### src/rtl/bmc_pwr_pkg.sv
// ---------------------------------------------------------------------------
// bmc_pwr_pkg
// Shared definitions for the BMC power sequencers: the state encoding of the
// power-down sequencer (also driven out on its debug port) and the default
// millisecond constants.
// ---------------------------------------------------------------------------
package bmc_pwr_pkg;

    typedef enum logic [2:0] {
        ST_IDLE       = 3'd0,
        ST_ARMED      = 3'd1,
        ST_ASSERT_RST = 3'd2,
        ST_VR_OFF     = 3'd3,
        ST_DONE       = 3'd4,
        ST_FLT        = 3'd5
    } pwr_state_e;

    localparam int RST_HOLD_MS_DEF       = 3;
    localparam int VR_OFF_TIMEOUT_MS_DEF = 20;
    localparam int CNT_BITS_DEF          = 5;

    // Shutdown is committed from ASSERT_RST onwards: SRST# stays asserted.
    function automatic logic holds_rst(input pwr_state_e s);
        return (s == ST_ASSERT_RST) || (s == ST_VR_OFF) ||
               (s == ST_DONE)       || (s == ST_FLT);
    endfunction

    // The P2V5 VR enable is forced off from VR_OFF onwards.
    function automatic logic forces_vr_off(input pwr_state_e s);
        return (s == ST_VR_OFF) || (s == ST_DONE) || (s == ST_FLT);
    endfunction

endpackage

### src/rtl/bmc_ms_timer.sv
// ---------------------------------------------------------------------------
// bmc_ms_timer
// Millisecond timer: counts 1 ms enables, clears on request, saturates at
// all-ones and flags when the count is at or above a supplied limit.
//
// Ports:
//   iClk, iRst  clock, synchronous active-high reset
//   iClr        clear the count (wins over iTick)
//   iTick       1 ms enable, one iClk cycle wide
//   iLimit      threshold for oReached
//   oReached    count >= iLimit (from the registered count)
// ---------------------------------------------------------------------------
module bmc_ms_timer #(
    parameter int CNT_BITS = 5
) (
    input  logic                iClk,
    input  logic                iRst,
    input  logic                iClr,
    input  logic                iTick,
    input  logic [CNT_BITS-1:0] iLimit,
    output logic                oReached
);

    logic [CNT_BITS-1:0] cnt_q;
    logic [CNT_BITS-1:0] cnt_d;

    // NOTE: every signal assigned in always_comb gets a default first, so no
    // path can leave it unassigned and infer a latch.
    always_comb begin
        cnt_d = cnt_q;
        if (iClr) begin
            cnt_d = '0;
        end else if (iTick && (cnt_q != '1)) begin
            cnt_d = cnt_q + 1'b1;
        end
    end

    // NOTE: sequential state is updated with non-blocking assignments only,
    // so every flop samples the pre-edge values regardless of block order.
    always_ff @(posedge iClk) begin
        if (iRst) begin
            cnt_q <= '0;
        end else begin
            cnt_q <= cnt_d;
        end
    end

    assign oReached = (cnt_q >= iLimit);

endmodule

### src/rtl/bmc_pwrdn_seq.sv
// ---------------------------------------------------------------------------
// bmc_pwrdn_seq
// BMC power-down sequencer. Once the BMC rail is good it waits for a shutdown
// trigger (SLP_SUS# low, up-sequencer fault, forced off), then asserts SRST#,
// holds it for RST_HOLD_MS ticks, forces the P2V5 VR enable off and checks
// that P1V1 PWRGD falls within VR_OFF_TIMEOUT_MS ticks.
//
// Ports:
//   iClk, iRst          clock, synchronous active-high reset
//   i1mSCE              1 ms clock enable, one iClk cycle wide
//   FM_SLP_SUS_N        async board signal, low = shutdown request
//   PWRGD_P1V1_BMC_AUX  async BMC P1V1 power-good
//   iBmcPwrgd           up-sequencer "all BMC VRs good"
//   iBmcPwrFlt          up-sequencer fault flag
//   iForceOff           synchronous forced shutdown
//   iGoOutFltSt         leave the fault state (only honoured in FLT)
//   oSrstReq_n          low = hold the BMC in reset
//   oVrOffReq           high = force FM_BMC_P2V5_AUX_EN low
//   oPwrDnDone          shutdown completed cleanly
//   oPwrDnFlt           VR did not discharge within the timeout
//   oState              current state code (debug)
// ---------------------------------------------------------------------------
module bmc_pwrdn_seq
    import bmc_pwr_pkg::*;
#(
    parameter int RST_HOLD_MS       = RST_HOLD_MS_DEF,
    parameter int VR_OFF_TIMEOUT_MS = VR_OFF_TIMEOUT_MS_DEF,
    parameter int CNT_BITS          = CNT_BITS_DEF
) (
    input  logic       iClk,
    input  logic       iRst,
    input  logic       i1mSCE,
    input  logic       FM_SLP_SUS_N,
    input  logic       PWRGD_P1V1_BMC_AUX,
    input  logic       iBmcPwrgd,
    input  logic       iBmcPwrFlt,
    input  logic       iForceOff,
    input  logic       iGoOutFltSt,
    output logic       oSrstReq_n,
    output logic       oVrOffReq,
    output logic       oPwrDnDone,
    output logic       oPwrDnFlt,
    output logic [2:0] oState
);

    // Two-flop synchronizers for the asynchronous board inputs. They reset to
    // the inactive levels (SLP_SUS# deasserted, PWRGD low) so a reset never
    // looks like a fresh shutdown request.
    logic slp_meta_q, slp_sync_q;
    logic pg_meta_q,  pg_sync_q;

    always_ff @(posedge iClk) begin
        if (iRst) begin
            slp_meta_q <= 1'b1;
            slp_sync_q <= 1'b1;
            pg_meta_q  <= 1'b0;
            pg_sync_q  <= 1'b0;
        end else begin
            slp_meta_q <= FM_SLP_SUS_N;
            slp_sync_q <= slp_meta_q;
            pg_meta_q  <= PWRGD_P1V1_BMC_AUX;
            pg_sync_q  <= pg_meta_q;
        end
    end

    pwr_state_e          state_q, state_d;
    logic                srst_n_q, vr_off_q, done_q, flt_q;
    logic                tmr_clr, tmr_reached;
    logic [CNT_BITS-1:0] tmr_limit;
    logic                trigger;

    assign trigger = !slp_sync_q || iForceOff || iBmcPwrFlt;

    always_comb begin
        state_d = state_q;
        case (state_q)
            ST_IDLE: begin
                if (iBmcPwrgd) state_d = ST_ARMED;
            end
            ST_ARMED: begin
                if (trigger)         state_d = ST_ASSERT_RST;
                else if (!iBmcPwrgd) state_d = ST_IDLE;
            end
            ST_ASSERT_RST: begin
                // Committed: a trigger going away does not abort the sequence.
                if (tmr_reached) state_d = ST_VR_OFF;
            end
            ST_VR_OFF: begin
                // A discharged rail wins over a timeout seen on the same cycle.
                if (!pg_sync_q)       state_d = ST_DONE;
                else if (tmr_reached) state_d = ST_FLT;
            end
            ST_DONE: begin
                if (slp_sync_q && !iForceOff) state_d = ST_IDLE;
            end
            ST_FLT: begin
                if (iGoOutFltSt) state_d = ST_IDLE;
            end
            default: state_d = ST_IDLE;
        endcase
    end

    // The timer restarts on every state change so each timed state counts
    // only the ticks seen after its entry edge.
    assign tmr_clr   = (state_d != state_q);
    assign tmr_limit = (state_q == ST_ASSERT_RST) ? CNT_BITS'(RST_HOLD_MS)
                                                  : CNT_BITS'(VR_OFF_TIMEOUT_MS);

    bmc_ms_timer #(
        .CNT_BITS (CNT_BITS)
    ) u_timer (
        .iClk     (iClk),
        .iRst     (iRst),
        .iClr     (tmr_clr),
        .iTick    (i1mSCE),
        .iLimit   (tmr_limit),
        .oReached (tmr_reached)
    );

    // Outputs are decoded from the next state so they switch on the same edge
    // as the state register.
    always_ff @(posedge iClk) begin
        if (iRst) begin
            state_q  <= ST_IDLE;
            srst_n_q <= 1'b1;
            vr_off_q <= 1'b0;
            done_q   <= 1'b0;
            flt_q    <= 1'b0;
        end else begin
            state_q  <= state_d;
            srst_n_q <= !holds_rst(state_d);
            vr_off_q <= forces_vr_off(state_d);
            done_q   <= (state_d == ST_DONE);
            flt_q    <= (state_d == ST_FLT);
        end
    end

    assign oSrstReq_n = srst_n_q;
    assign oVrOffReq  = vr_off_q;
    assign oPwrDnDone = done_q;
    assign oPwrDnFlt  = flt_q;
    assign oState     = state_q;

endmodule

### config.mk
export PLATFORM = sky130hd
export DESIGN_NAME = bmc_pwrdn_seq
export DESIGN_NICKNAME = d
export VERILOG_FILES = /design/src/rtl/bmc_pwr_pkg.sv /design/src/rtl/bmc_ms_timer.sv /design/src/rtl/bmc_pwrdn_seq.sv
export SDC_FILE = /design/constraint.sdc
export NUM_CORES = 1
export LEC_CHECK = 0
export ABC_AREA = 1
export CAP_MARGIN = 15
export CORE_MARGIN = 4
export CORE_UTILIZATION = 40
export CTS_CLUSTER_SIZE = 40
export DETAILED_ROUTE_END_ITERATION = 10
export PLACE_DENSITY = 0.64
export REMOVE_ABC_BUFFERS = 1
export SYNTH_ARGS = -nofsm -noshare
export SYNTH_HDL_FRONTEND = slang
export SYNTH_SLANG_ARGS = --single-unit
### constraint.sdc
create_clock -name iClk -period 2.2 [get_ports iClk]
set_input_delay 0.55 -clock iClk [delete_from_list [all_inputs] [get_ports iClk]]
set_output_delay 0.55 -clock iClk [all_outputs]
set_load 0.01 [all_outputs]
# Word level (Yosys, flattened, before mapping)
# Index checks and enable logic that the tools add are counted.
# W data, S select, Z words.
dict set report totals {
  reg_bits 16
  input_bits 9
  elab_cells 47
  output_inout_bits 7
}
dict set report classes {
  magnitude_cmp 1
  reduce_logical 14
  eq_ne 11
  n_mux 10
  add_sub_neg 1
}
# cell n
set ops {}
lappend ops {{$mux W3} 8}
lappend ops {{$pmux W3 S6} 1}
lappend ops {{$eq A3 B2 Y1 const B} 4}
lappend ops {{$eq A3 B3 Y1 const B} 4}
lappend ops {{$logic_or A1 B1 Y1} 7}
lappend ops {{$add A5 B1 Y5 const B} 1}
lappend ops {{$ge A5 B5 Y1} 1}
lappend ops {{$mux W5} 1}
lappend ops {{$ne A5 B5 Y1 const B} 1}
lappend ops {{$eq A3 B1 Y1 const B} 1}
lappend ops {{$logic_not A1 Y1} 3}
lappend ops {{$logic_not A3 Y1} 1}
lappend ops {{$ne A3 B3 Y1} 1}
lappend ops {{$logic_and A1 B1 Y1} 2}
lappend ops {{$reduce_or A2 Y1} 1}

# Depth between registers and ports, before layout
dict set report depth {
  depth_word 11
  mapped_depth 16
  depth_no_buf 16
}

# Cells and area by module
# A second synthesis with hierarchy kept.
dict set report unflattened {
  hier_cells 135
  hier_area_um2 935.9
}
# mod cells_each seq_area_each_um2 area_per_inst_um2 n_inst
set modules_own_cells {}
lappend modules_own_cells {bmc_pwrdn_seq 81 220.2 556.8 1}
lappend modules_own_cells {bmc_ms_timer 54 100.1 379.1 1}

# Worst setup path after synthesis
# No wires, ideal clock.
dict set report synth_timing {
  path_kind {flip-flop to flip-flop}
  start {register state_q[1] (netlist: oState[1])}
  end {register u_timer.cnt_q[4]}
  path_slack_ps 286
  n_path_buf 1
  period_less_slack_ps 1914
  t_arrival_ps 1798
  required_time_ps 2084
  setup_ps 116
  stages_incl_launch_ff 14
  cell_sequence {dfxtp_1 -> clkbuf_8 -> nand2_2 -> nor2_2 -> ha_1 -> or2_0 -> nand2_1 -> nand3_1 -> nand2_1 -> nand2_1 -> nor2_1 -> nor2_2 -> nand2_2 -> nor2_1}
}
dict set report synth_via {
  elab_chain_cells 8
  elab_cells_between_ends 19
  classes_between {order compare (1); eq/ne (6); mux (10); reduce/logical (2)}
}
# element line_no
set synth_rtl {}
lappend synth_rtl {{from (decl)} bmc_pwrdn_seq.sv:66} ;# pwr_state_e state_q, state_d;
lappend synth_rtl {{from (signal assigned)} bmc_pwrdn_seq.sv:130} ;# state_q <= state_d;
lappend synth_rtl {{$eq A3 B2 Y1} {bmc_pwrdn_seq.sv:76, bmc_pwrdn_seq.sv:106}}
lappend synth_rtl {{$mux W5} bmc_pwrdn_seq.sv:106} ;# assign tmr_limit = (state_q == ST_ASSERT_RST) ? CNT_BITS'(RST_HOLD_MS)
lappend synth_rtl {{$ge A5 B5 Y1} bmc_ms_timer.sv:48} ;# assign oReached = (cnt_q >= iLimit);
lappend synth_rtl {{$mux W3} bmc_pwrdn_seq.sv:91} ;# else if (tmr_reached) state_d = ST_FLT;
lappend synth_rtl {{$mux W3} bmc_pwrdn_seq.sv:90} ;# if (!pg_sync_q) state_d = ST_DONE;
lappend synth_rtl {{$pmux W3 S6} bmc_pwrdn_seq.sv:76} ;# case (state_q)
lappend synth_rtl {{$ne A3 B3 Y1 *} bmc_pwrdn_seq.sv:105} ;# assign tmr_clr = (state_d != state_q);
lappend synth_rtl {{$reduce_or A2 Y1 (no source line) *} n/a}
lappend synth_rtl {{to (signal assigned)} bmc_ms_timer.sv:44} ;# cnt_q <= cnt_d;
lappend synth_rtl {{to (decl)} bmc_ms_timer.sv:24} ;# logic [CNT_BITS-1:0] cnt_q;
# Every way passes the cells marked *; elsewhere a longest branch is shown, timed or not.
# A chain may end at the register's enable or synchronous reset.

# Worst setup path in the final report
dict set report layout_timing {
  start {register state_q[0] (netlist: oState[0])}
  end {register u_timer.cnt_q[0]}
}
# The elaborated chain is that of the path after synthesis.

==> flow_results.org <==
** Timing
- Maximum clock frequency :: 524.5 MHz
- The count of pins over their slew limit was 0.
- At the pin with the least slew margin, the transition time is 0.3216 ns.
- Final setup TNS :: 0 ns
- On the final layout, the worst hold slack is 0.4128 ns.
- The final number of hold-violating endpoints came to 0.
- Worst relative slew slack :: 78.49%
- Minimum period implied by the final worst setup slack :: 1.907 ns
- After layout, the worst path uses 86.67% of the clock period.
- Across the routed clock network, the largest skew measured is 0.006343 ns.
- RSZ-0062 raised after global routing :: no
- Final setup violation count :: 0

** Synthesis
- Sequential cells were found to cover 35.65% of the synthesized design area.
- The commonest cells after synthesis are 20 x nand2_1, 17 x nor2_1, 16 x dfxtp_1.
- After synthesis the netlist holds a flip-flop and latch count of 16.
- Counting flops with an async set or reset pin after synthesis yields a share of 0%.
- Cell area after technology mapping :: 898.4 um2
- Yosys top cell area share :: 35.65%
- Library cell occupying the most area in the post-synthesis netlist :: dfxtp_1
- The Yosys step of the flow raised 0 warnings.
- Synthesized area divided by synthesized cell count :: 7.812 um2
- Cell types occupying the most area after synthesis :: dfxtp_1 36%, ha_1 8.4%, nand2_1 8.4%
- Counting every instance in the synthesized netlist gives 115.
- By instance count, the leading cell after synthesis is nand2_1.
- Number of distinct library cells after synthesis :: 25
- Counting flops with a built-in enable in the synthesized netlist gives 0.
- In the synthesized netlist the dominant register cell turns out to be dfxtp_1.

** Clock network
- After clock tree synthesis, the clock-pin slew on the worst setup and hold paths is 0.09 ns.
- Total clock buffers created by CTS :: 3
- In this run the number of H-tree levels came out at 1.
- The cell sitting at the root of the clock tree is a clkbuf_4.
- Hold Buf Count CTS :: 0
- TritonCTS clock tree :: yes
- Clock latency on the worst-skew pair, taken at its later pin, is 0.28 ns.
- For this design, the sink count on the clock tree is 16.
- The clock passes through at most 2 buffers.

** Routing
- Dividing the detail-routed via count by the number of cells gives 4.667.
- Detailed Route Iter0 Violations :: 8
- After detailed routing, the average wire length per cell comes to 10.41 um.
- Final Routed Wirelength :: 1.655 mm
- For this run, design rule violations remaining after detail routing come to 0.
- The detailed router placed 742 vias in this run.
- Number of routed nets with antenna violations :: 0
- Total iterations of the first detailed-routing run :: 2

** Critical path
- Worst reg-to-reg path cell count :: 14
- Capture point of the worst reg-to-reg path :: u_timer.cnt_q[0]$_SDFFE_PP0P_
- In this design, the largest share of critical-path delay is due to simple AND/OR/NAND/NOR gates.
- Critical path depth in cells :: 14
- Startpoint of the most critical setup path :: oState[0]$_SDFF_PP0_
- STA classifies the critical path startpoint as a flop.
- Traced cell by cell, the critical path runs through inv_2, nand2_2, nor2_4, inv_1, ha_1, nand2_1, nand3b_1, nand3_1, nand2_1, nand2_1, nor2_1, nor2_2, nand2_2, nor2_1.
- The number of buffers and inverters on the critical path is 2.
- In this design, the stage delay of the slowest critical-path cell is 0.32 ns.
- Of all nets on the critical path, the largest fanout is 5.
- Worst R2R Start :: oState[0]$_SDFF_PP0_
- On the critical path, the stage with the largest delay is an instance of dfxtp_1.
- Signal arrival time at the worst endpoint :: 2.13 ns
- Following the worst setup path forward leads to its endpoint at u_timer.cnt_q[0]$_SDFFE_PP0P_.
- STA puts the critical path data required time at 2.42 ns.
- Library cell appearing most often on the critical path :: nand2_1
- Setup slack on the worst reg-to-reg path comes out at 0.29 ns.
- The worst setup path is captured at a flop.
- Crit path kind :: reg2reg

** Die
- The initial utilization of the core area, before any placement, comes to 44.00%.
- Top-Level Pins :: 16
- The die is 55.39 um tall.
- Die span in x :: 55.39 um
- Overall die area :: 3068 um2
- The total area inside the core boundary comes to 2042 um2.
- Site Rows :: 16

** Finish
- Proportion of layout cells with a drive suffix above 1 :: 18.18%
- The multi-input combinational cells in the finished layout cover a total of 473.0 um2.
- Layout Area Growth over Synthesis :: 19.64%
- Summing all flip-flop and latch instances after layout gives 320.3 um2.
- 0 antenna diodes ended up in the layout.
- Final standard cell utilization of the core :: 52.63%
- Fill cells in the final layout number 216.
- The net count of the finished layout is 149.

** Min path
- Beginning of the worst hold path :: pg_meta_q$_SDFF_PP0_
- The worst hold path belongs to the class reg2reg.

** Power
- Worst vdd rail ir drop :: 0.3123 mV
- Total power for the finished layout comes to 0.5673 mW.
- Standby leakage power :: 0.5154 nW
- In this run the power density over the cells is 527.8 nW/um2.

** Placement
- Placed wire-length estimate after detailed placement :: 1.345 mm
- I/O Buffers :: 15
- Routability-driven placement finished with a final weighted congestion of 0.9091.

** Run
- Max-cap violations in this run came to 0.

** GRT
- Overall global routing resource usage :: 11.89%
- The total overflow left after global routing is 0.
- Entering global routing, the biggest net connects 10 pins.
- The initial antenna violation count was 0.
- The via count of the first global-routing pass was 680.
- The first global-routing pass estimated 2.973 mm of wire.

** Run status
- Run status :: finished, final reports clean
==> kinds of logic (layout without fill, tap and decap cells) <==
kind of cell / Yosys count / count (layout) / share of synthesized area, %
adders and majority gates: 6 / 6 / 8.356
buffers and inverters: 19 / 36 / 12.26
AOI/OAI and AO/OA: 4 / 4 / 2.646
and+or+nand+nor: 65 / 65 / 35.93
muxes: 2 / 2 / 2.229
DFF: 16 / 16 / 35.65
xor gates and xnor gates: 3 / 3 / 2.925
==> layout by cell type (no fill, tap or decap), types with 4 or more instances in the layout <==
cell type	netlist	routed
clkdlybuf4s50_1	0	15
dfxtp_1	16	16
ha_1	6	6
inv_1	13	13
nand2_1	20	20
nand2_2	4	4
nand3_1	5	5
nor2_1	17	17
nor2_2	6	5
==> worst register-to-register path, delay by kind of cell (launching register included) <==
kind | cells | cell delay [ns]
AND/OR/NAND/NOR | 11 | 1.12
flip-flops | 1 | 0.32
adder cells (fa/ha/maj) | 1 | 0.26
buffers and inverters | 2 | 0.16
==> state kept, by name (all words and copies together) (netlist names) <==
register,flops
slp_sync_q,1
oState,3
oPwrDnFlt,1
oVrOffReq,1
oSrstReq_n,1
pg_meta_q,1
oPwrDnDone,1
slp_meta_q,1
u_timer.cnt_q,5
pg_sync_q,1
==> worst min path at each step <==
stage | to | cells after the start
2_1_floorplan | pg_sync_q$_SDFF_PP0_ | 2
3_3_place_gp | slp_sync_q$_SDFF_PP1_ | 1
3_5_place_dp | pg_sync_q$_SDFF_PP0_ | 2
4_1_cts | pg_sync_q$_SDFF_PP0_ | 2
5_1_grt | pg_sync_q$_SDFF_PP0_ | 2
6_report | pg_sync_q$_SDFF_PP0_ | 2
==> layer usage <==
layer / vias to the layer above / global-route usage [%] / wire (um)
met5: - / 0 / 0
met4: 0 / 6.250 / 9
met3: 2 / 2.797 / 35
met2: 7 / 17.91 / 771
met1: 342 / 15.57 / 838
li1: 391 / - / -
==> layout make-up <==
| class | instances | area share, % |
|---|---|---|
| well taps | 27 | 3.143 |
| multi-input cells | 80 | 44.00 |
| inverters | 16 | 5.588 |
| clock buffers | 3 | 2.095 |
| flip-flops and latches | 16 | 29.80 |
| repair buffers | 17 | 15.37 |
==> through the flow <==
stage                     area (um2)  worst slack [ns]  instances
after global placement          1047            0.2254        156
final                           1075            0.2934        159
after detailed placement        1047            0.1989        156
after CTS                       1070            0.2224        159
after global routing            1075           0.05649        159
after floorplan                848.3            0.2438        112
==> report_power, final <==
part | internal [mW] | total, mW | switching, mW
Sequential | 0.301 | 0.309 | 0.00797
Clock | 0.0634 | 0.145 | 0.0820
Combinational | 0.0541 | 0.113 | 0.0584
==> timing repair <==
action | CTS | global route
endpoints found under the setup margin | 0 | 2
setup buffers | 0 | 0
resized for setup | 0 | 1
No activity file was read; power rests on OpenSTA's default activity.
